$ cat src/rtl/fifo_ctrl.sv
// Purpose : pointer/count/flag controller that turns a sync-write, async-read
//           two-port RAM into a first-word-fall-through FIFO; never touches data.
// Latency : write visible to the consumer one cycle after the write edge; we is
//           combinational. Backpressure: writes rejected when full unless a read
//           is accepted in the same cycle; reads rejected when empty; rejections
//           set the sticky overflow/underflow bits.
//
// Ports:
//   clk, reset          single clock, asynchronous active-high reset
//   wr, rd              producer push / consumer pop requests
//   err_clr             synchronous clear of overflow/underflow (a new error wins)
//   we, w_addr, r_addr  RAM control: write enable, write pointer, head pointer
//   full, empty, almost_full, almost_empty, count
//                       registered occupancy status
//   overflow, underflow sticky error bits
module fifo_ctrl #(
    parameter int addr_width = 3,
    parameter int af_level   = 6,
    parameter int ae_level   = 1
) (
    input  logic                  clk,
    input  logic                  reset,
    input  logic                  wr,
    input  logic                  rd,
    input  logic                  err_clr,
    output logic                  we,
    output logic [addr_width-1:0] w_addr,
    output logic [addr_width-1:0] r_addr,
    output logic                  full,
    output logic                  empty,
    output logic                  almost_full,
    output logic                  almost_empty,
    output logic [addr_width:0]   count,
    output logic                  overflow,
    output logic                  underflow
);

    localparam int CW = addr_width + 1;
    localparam logic [addr_width:0] DEPTH  = CW'(1 << addr_width);
    localparam logic [addr_width:0] AF_LVL = CW'(af_level);
    localparam logic [addr_width:0] AE_LVL = CW'(ae_level);

    logic [addr_width-1:0] wptr_q, wptr_d;
    logic [addr_width-1:0] rptr_q, rptr_d;
    logic [addr_width:0]   count_q, count_d;
    logic                  full_q, full_d;
    logic                  empty_q, empty_d;
    logic                  af_q, af_d;
    logic                  ae_q, ae_d;
    logic                  ovf_q, ovf_d;
    logic                  unf_q, unf_d;
    logic                  rd_acc;
    logic                  wr_acc;

    // Acceptance depends only on registered state, so there is no
    // combinational path from wr/rd into the flags or count.
    // Gating with reset keeps the RAM write enable low while reset is held.
    always_comb begin
        rd_acc = rd & ~empty_q & ~reset;
        wr_acc = wr & (~full_q | rd_acc) & ~reset;
    end

    always_comb begin
        wptr_d  = wptr_q;
        rptr_d  = rptr_q;
        count_d = count_q;

        // Pointers wrap modulo depth through natural overflow.
        if (wr_acc) wptr_d = wptr_q + 1'b1;
        if (rd_acc) rptr_d = rptr_q + 1'b1;

        count_d = count_q + CW'(wr_acc) - CW'(rd_acc);

        // Flags come from the next count so they move on the same edge as count.
        full_d  = (count_d == DEPTH);
        empty_d = (count_d == '0);
        af_d    = (count_d >= AF_LVL);
        ae_d    = (count_d <= AE_LVL);

        // A new error event in the same cycle as err_clr keeps the bit set.
        ovf_d = (wr & ~wr_acc) | (ovf_q & ~err_clr);
        unf_d = (rd & ~rd_acc) | (unf_q & ~err_clr);
    end

    always_ff @(posedge clk or posedge reset) begin
        if (reset) begin
            wptr_q  <= '0;
            rptr_q  <= '0;
            count_q <= '0;
            full_q  <= 1'b0;
            empty_q <= 1'b1;
            af_q    <= 1'b0;
            ae_q    <= 1'b1;
            ovf_q   <= 1'b0;
            unf_q   <= 1'b0;
        end else begin
            wptr_q  <= wptr_d;
            rptr_q  <= rptr_d;
            count_q <= count_d;
            full_q  <= full_d;
            empty_q <= empty_d;
            af_q    <= af_d;
            ae_q    <= ae_d;
            ovf_q   <= ovf_d;
            unf_q   <= unf_d;
        end
    end

    assign we           = wr_acc;
    assign w_addr       = wptr_q;
    assign r_addr       = rptr_q;
    assign full         = full_q;
    assign empty        = empty_q;
    assign almost_full  = af_q;
    assign almost_empty = ae_q;
    assign count        = count_q;
    assign overflow     = ovf_q;
    assign underflow    = unf_q;

endmodule

$ cat config.mk
export PLATFORM = sky130hd
export DESIGN_NAME = fifo_ctrl
export DESIGN_NICKNAME = d
export VERILOG_FILES = /design/src/rtl/fifo_ctrl.sv
export SDC_FILE = /design/constraint.sdc
export NUM_CORES = 1
export LEC_CHECK = 0
export ABC_AREA = 1
export ABC_CLOCK_PERIOD_IN_PS = 3000
export BUFFER_PORTS_ARGS = -buffer_cell sky130_fd_sc_hd__clkbuf_2
export CAP_MARGIN = 25
export CORE_MARGIN = 1
export CORE_UTILIZATION = 45
export CTS_CLUSTER_SIZE = 24
export DETAILED_ROUTE_END_ITERATION = 7
export GPL_ROUTABILITY_DRIVEN = 0
export PLACE_DENSITY = 0.7
export SLEW_MARGIN = 10
export SYNTH_ARGS = -nofsm -noshare
export SYNTH_HDL_FRONTEND = slang
export SYNTH_SLANG_ARGS = --single-unit
$ cat constraint.sdc
create_clock -name clk -period 3 [get_ports clk]
set_input_delay 0.15 -clock clk [delete_from_list [all_inputs] [get_ports clk]]
set_output_delay 0.15 -clock clk [all_outputs]
set_load 0.02 [all_outputs]
== Word-level counts from Yosys, hierarchy flattened ==
Index checks and enable logic that the tools add are counted.
Cells by class
  equality and inequality tests: 1
  bitwise gates (word level): 17
  magnitude comparators: 2
  add/sub/neg operators: 4
  reductions and logical operators: 1
Operators by type and width (number)
  $and A1 B1 Y1: 8
  $add A3 B1 Y3 const B: 2
  $not A1 Y1: 6
  $add A4 B1 Y4: 1
  $eq A4 B4 Y1 const B: 1
  $ge A4 B3 Y1 const B: 1
  $le A4 B1 Y1 const B: 1
  $logic_not A4 Y1: 1
  $sub A4 B1 Y4: 1
  $or A1 B1 Y1: 3
Word-level totals
  output and inout bits: 17
  word-level logic and storage cells: 34
  flip-flop bits (word level): 16

== Longest topological paths before layout ==
  depth after elaboration: 9
  gate-level depth with buffers: 14
  mapped depth without buffers: 14

== Worst setup path after synthesis ==
Ideal clock, no wire load.
  path type: register to register
  start: reg empty_q (netlist: empty)
  end: reg full_q (netlist: full)
  setup time: 0.116 ns
  clock period less this slack: 2.268 ns
  path buffers: 0
  arrival: 2.152 ns
  setup slack: 0.732 ns
  data required time: 2.884 ns
  cell stages (with the launch flop): 14
  path through: dfstp_2 > nor2_1 > nand2_1 > inv_2 > ha_1 > inv_1 > ha_1 > inv_1 > fa_1 > or2_1 > nand2_2 > inv_1 > nand2_1 > nor2_1
Between the ends
  word-level cells in the longest chain between the ends: 9
RTL lines
  from (decl): line 47  | logic empty_q, empty_d;
  from (signal assigned): line 101  | empty_q <= empty_d;
  $not A1 Y1 *: line 59  | rd_acc = rd & ~empty_q & ~reset;
  $and A1 B1 Y1 * (2 in series): line 59
  named net rd_acc: line 52  | logic rd_acc;
  $or A1 B1 Y1: line 60  | wr_acc = wr & (~full_q | rd_acc) & ~reset;
  $and A1 B1 Y1 (2 in series): line 60
  $add A4 B1 Y4: line 72  | count_d = count_q + CW'(wr_acc) - CW'(rd_acc);
  $sub A4 B1 Y4 *: line 72
  named net count_d[2]: line 45  | logic [addr_width:0] count_q, count_d;
  $eq A4 B4 Y1 *: line 75  | full_d = (count_d == DEPTH);
  named net full_d: line 46  | logic full_q, full_d;
  to (signal assigned): line 100  | full_q <= full_d;
  to (decl): line 46
Mark *: on every way through the listed nets, which the timed path passes. The rest lies on a longest branch.
A chain may end at the register's enable or synchronous reset.

== Worst setup path in the final report ==
Ends and elaborated chain as after synthesis.

==> impl_metrics.csv <==
group,metric,value,unit
sta,relSlewSlack,0.868,
power_and_ir_drop,pwr-share-clk,0.119,
global_route,gr-total-overflow,0,
drt,wl,1.34,mm
floorplanning,die_w,44.4,um
drt,drc,0,
finish,drive_gt1_frac,0.336,
power_and_ir_drop,vdd_drop_max,0.000627,V
sta,fmax,0.437,GHz
sta,setup_viol_count_final,0,
drt,ant_nets,0,
cts,numCtsBuffers,3,
synthesis,synthCells,92,
finish,syn_to_final_growth,23.3,%
global_route,grt_pass1_wl,2.35,mm
cts,clock_latency,0.28,ns
critical_path,critical_path_class,"register to register",
power_and_ir_drop,pwr-share-comb,0.554,
drt,dr_total_vias,618,
power_and_ir_drop,p_leak,0.570,nW
power_and_ir_drop,p_sw_frac,0.459,
floorplanning,start_util,0.509,
sta,final_max_slew_viol_count,0,
cts,cts.sinks,16,
hold_path,min_path_type,"primary input to register",
sta,finClkSkew,0.00350,ns
outcome,outcome,"finished, final reports clean",
critical_path,worstPathArrival,2.47,ns
finish,multi_input_area,344,sq um
cts,tritoncts,"done",
placement,dp_cells,138,
placement,place_worst_setup_slack,0.692,ns
synthesis,synthTopCellsByArea,"dfrtp_1 (43%), nand2_1 (13%), ha_1 (9.3%)",
synthesis,syn_nets,104,
critical_path,end_kind,"register",
drt,avgViaCountPerCell,4.32,
drt,drtPass1Iterations,2,
sta,tns,0,ns
floorplanning,die-area,1980,sq um
finish,insertedDiodeCount,0,
cts,clockBufferDepth,2,
synthesis,synth_top_area_cell,"dfrtp_1",
finish,regArea,403,sq um
sta,grt_setup_unrepaired,"false",
cts,clk_pin_slew,0.09,ns
floorplanning,rows,14,
floorplanning,fp.coreArea,1590,sq um
cts,cts_root_buf,"clkbuf_4",
synthesis,netlist.area_leader.share,0.432,
critical_path,startpoint_type,"register",
floorplanning,io_pins,22,
synthesis,synth_area,811,sq um
drt,avgRoutedWirePerCell,9.35,um
cts,ctsHtreeMaxLevel,1,
sta,hold_violations,0,
sta,fin_crit_sh,0.764,
sta,min_period,2.29,ns
placement,place_hpwl,1.06,mm
finish,fill_cells,142,
critical_path,crit_required,3.18,ns
sta,fin_ws,0.709,ns
synthesis,synth-seq-cells,16,
synthesis,ys_warn_count,0,
global_route,grt_max_degree,17,
floorplanning,die_h,44.4,um
synthesis,synth_area_per_cell,8.81,sq um
placement,port_buffers,21,
synthesis,ys_types,18,
sta,worst_pin_slew,0.198,ns
power_and_ir_drop,internal_power,623,uW
drt,first_iter_violations,4,
power_and_ir_drop,p_per_area,1150,nW/um^2
global_route,antenna_found_initial,0,
global_route,grt_pass1_vias,570,
global_route,grt_usage,0.172,
finish,final_common_cell,"nand2_1",
finish,final_cells,143,
power_and_ir_drop,seqPwrFrac,0.327,
finish,most-common-layout-cells,"nand2_1 (28), clkbuf_2 (21), dfrtp_1 (14)",
synthesis,yosysSeqAreaShare,0.497,
critical_path,crit_fanout,5,
power_and_ir_drop,p_switching,528,uW
finish,fin_nets,132,
flow_run,cap_violations,0,
[sequential cells by signal (all words and copies together) (netlist names)]
name          cells
count             4
r_addr            3
w_addr            3
almost_empty      1
almost_full       1
empty             1
full              1
overflow          1
underflow         1
[worst max-delay path, stage by stage, from the launching register on]
cell     delay [ns]
dfstp_2        0.55
nor2_1         0.05
nand2_1        0.15
inv_2          0.07
ha_1           0.27
inv_1          0.05
ha_1           0.15
inv_1          0.05
fa_1           0.37
or2_1          0.25
nand2_2        0.07
inv_1          0.05
nand2_1        0.07
nor2_1         0.05
[power by group through the flow]
stage,Sequential (mW),Combinational [mW],Clock (mW)
2_1_floorplan,0.479,0.374,0
3_3_place_gp,0.378,0.627,0
3_5_place_dp,0.382,0.635,0
4_1_cts,0.378,0.644,0.144
5_1_grt,0.388,0.729,0.156
6_report,0.376,0.638,0.137
[worst paths after layout]
| check | startpoint | end | slack, ns | depth (start not counted) |
|---|---|---|---|---|
| setup reg to reg | empty | full | 0.71 | 13 |
| hold reg to reg | r_addr[0] | r_addr[0] | 0.51 | 1 |
| hold / removal | err_clr | overflow | 0.06 | 2 |
| setup / recovery | empty | full | 0.71 | 13 |
| max in group asynchronous | reset | almost_empty | 2.31 | 4 |
| min in group asynchronous | reset | underflow | 0.45 | 4 |
[area by class of cell]
| cell class | instances | share of cell area |
|---|---|---|
| clock buffer | 4 | 0.0363 |
| timing repair buffer | 23 | 0.123 |
| sequential | 16 | 0.403 |
| multi-input combinational | 59 | 0.344 |
| tap | 24 | 0.0300 |
| inverter | 17 | 0.0638 |
[synthesized netlist by cell type]
cell / instances
nand3_2: 1
dfstp_2: 2
o21ai_2: 1
fa_1: 1
nand3_1: 1
o22ai_1: 1
o21ai_1: 2
nand2_1: 28
inv_1: 13
nor2_1: 7
o21ai_0: 1
nand2_2: 5
dfrtp_1: 14
or2_4: 1
xnor2_1: 3
ha_1: 6
inv_2: 4
or2_1: 1
[timing repair]
item,4_1_cts,5_1_grt
endpoints found under the hold margin,14,0
hold buffers,1,0
setup buffers,0,0
gates resized for setup,0,0
[per-stage QoR]
stage	instance area, sq um	total power, mW	utilization	hold WS [ns]
after floorplan	811	0.853	-	0.0705
after global placement	953	1.01	0.598	0.197
after detailed placement	953	1.02	0.598	0.199
after CTS	1000	1.17	0.627	0.0494
after global routing	1000	1.27	0.627	0.0649
final	1000	1.15	0.627	0.0609
[routing by layer]
metal  wire (um)  global-route usage
met5           0                   0
met2         653               0.276
met1         607               0.209
met4          18              0.0727
met3          58              0.0612
[kinds of logic (layout without fill, tap and decap cells)]
kind of cell    after synthesis  after routing  synth area share
xor+xnor                      3              3            0.0324
fa+ha+maj                     7              7             0.117
buf+inv                      17             44            0.0787
compound gates                5              5            0.0370
flops                        16             16             0.497
simple gates                 44             44             0.238
Power figures use the tool's default switching activity.
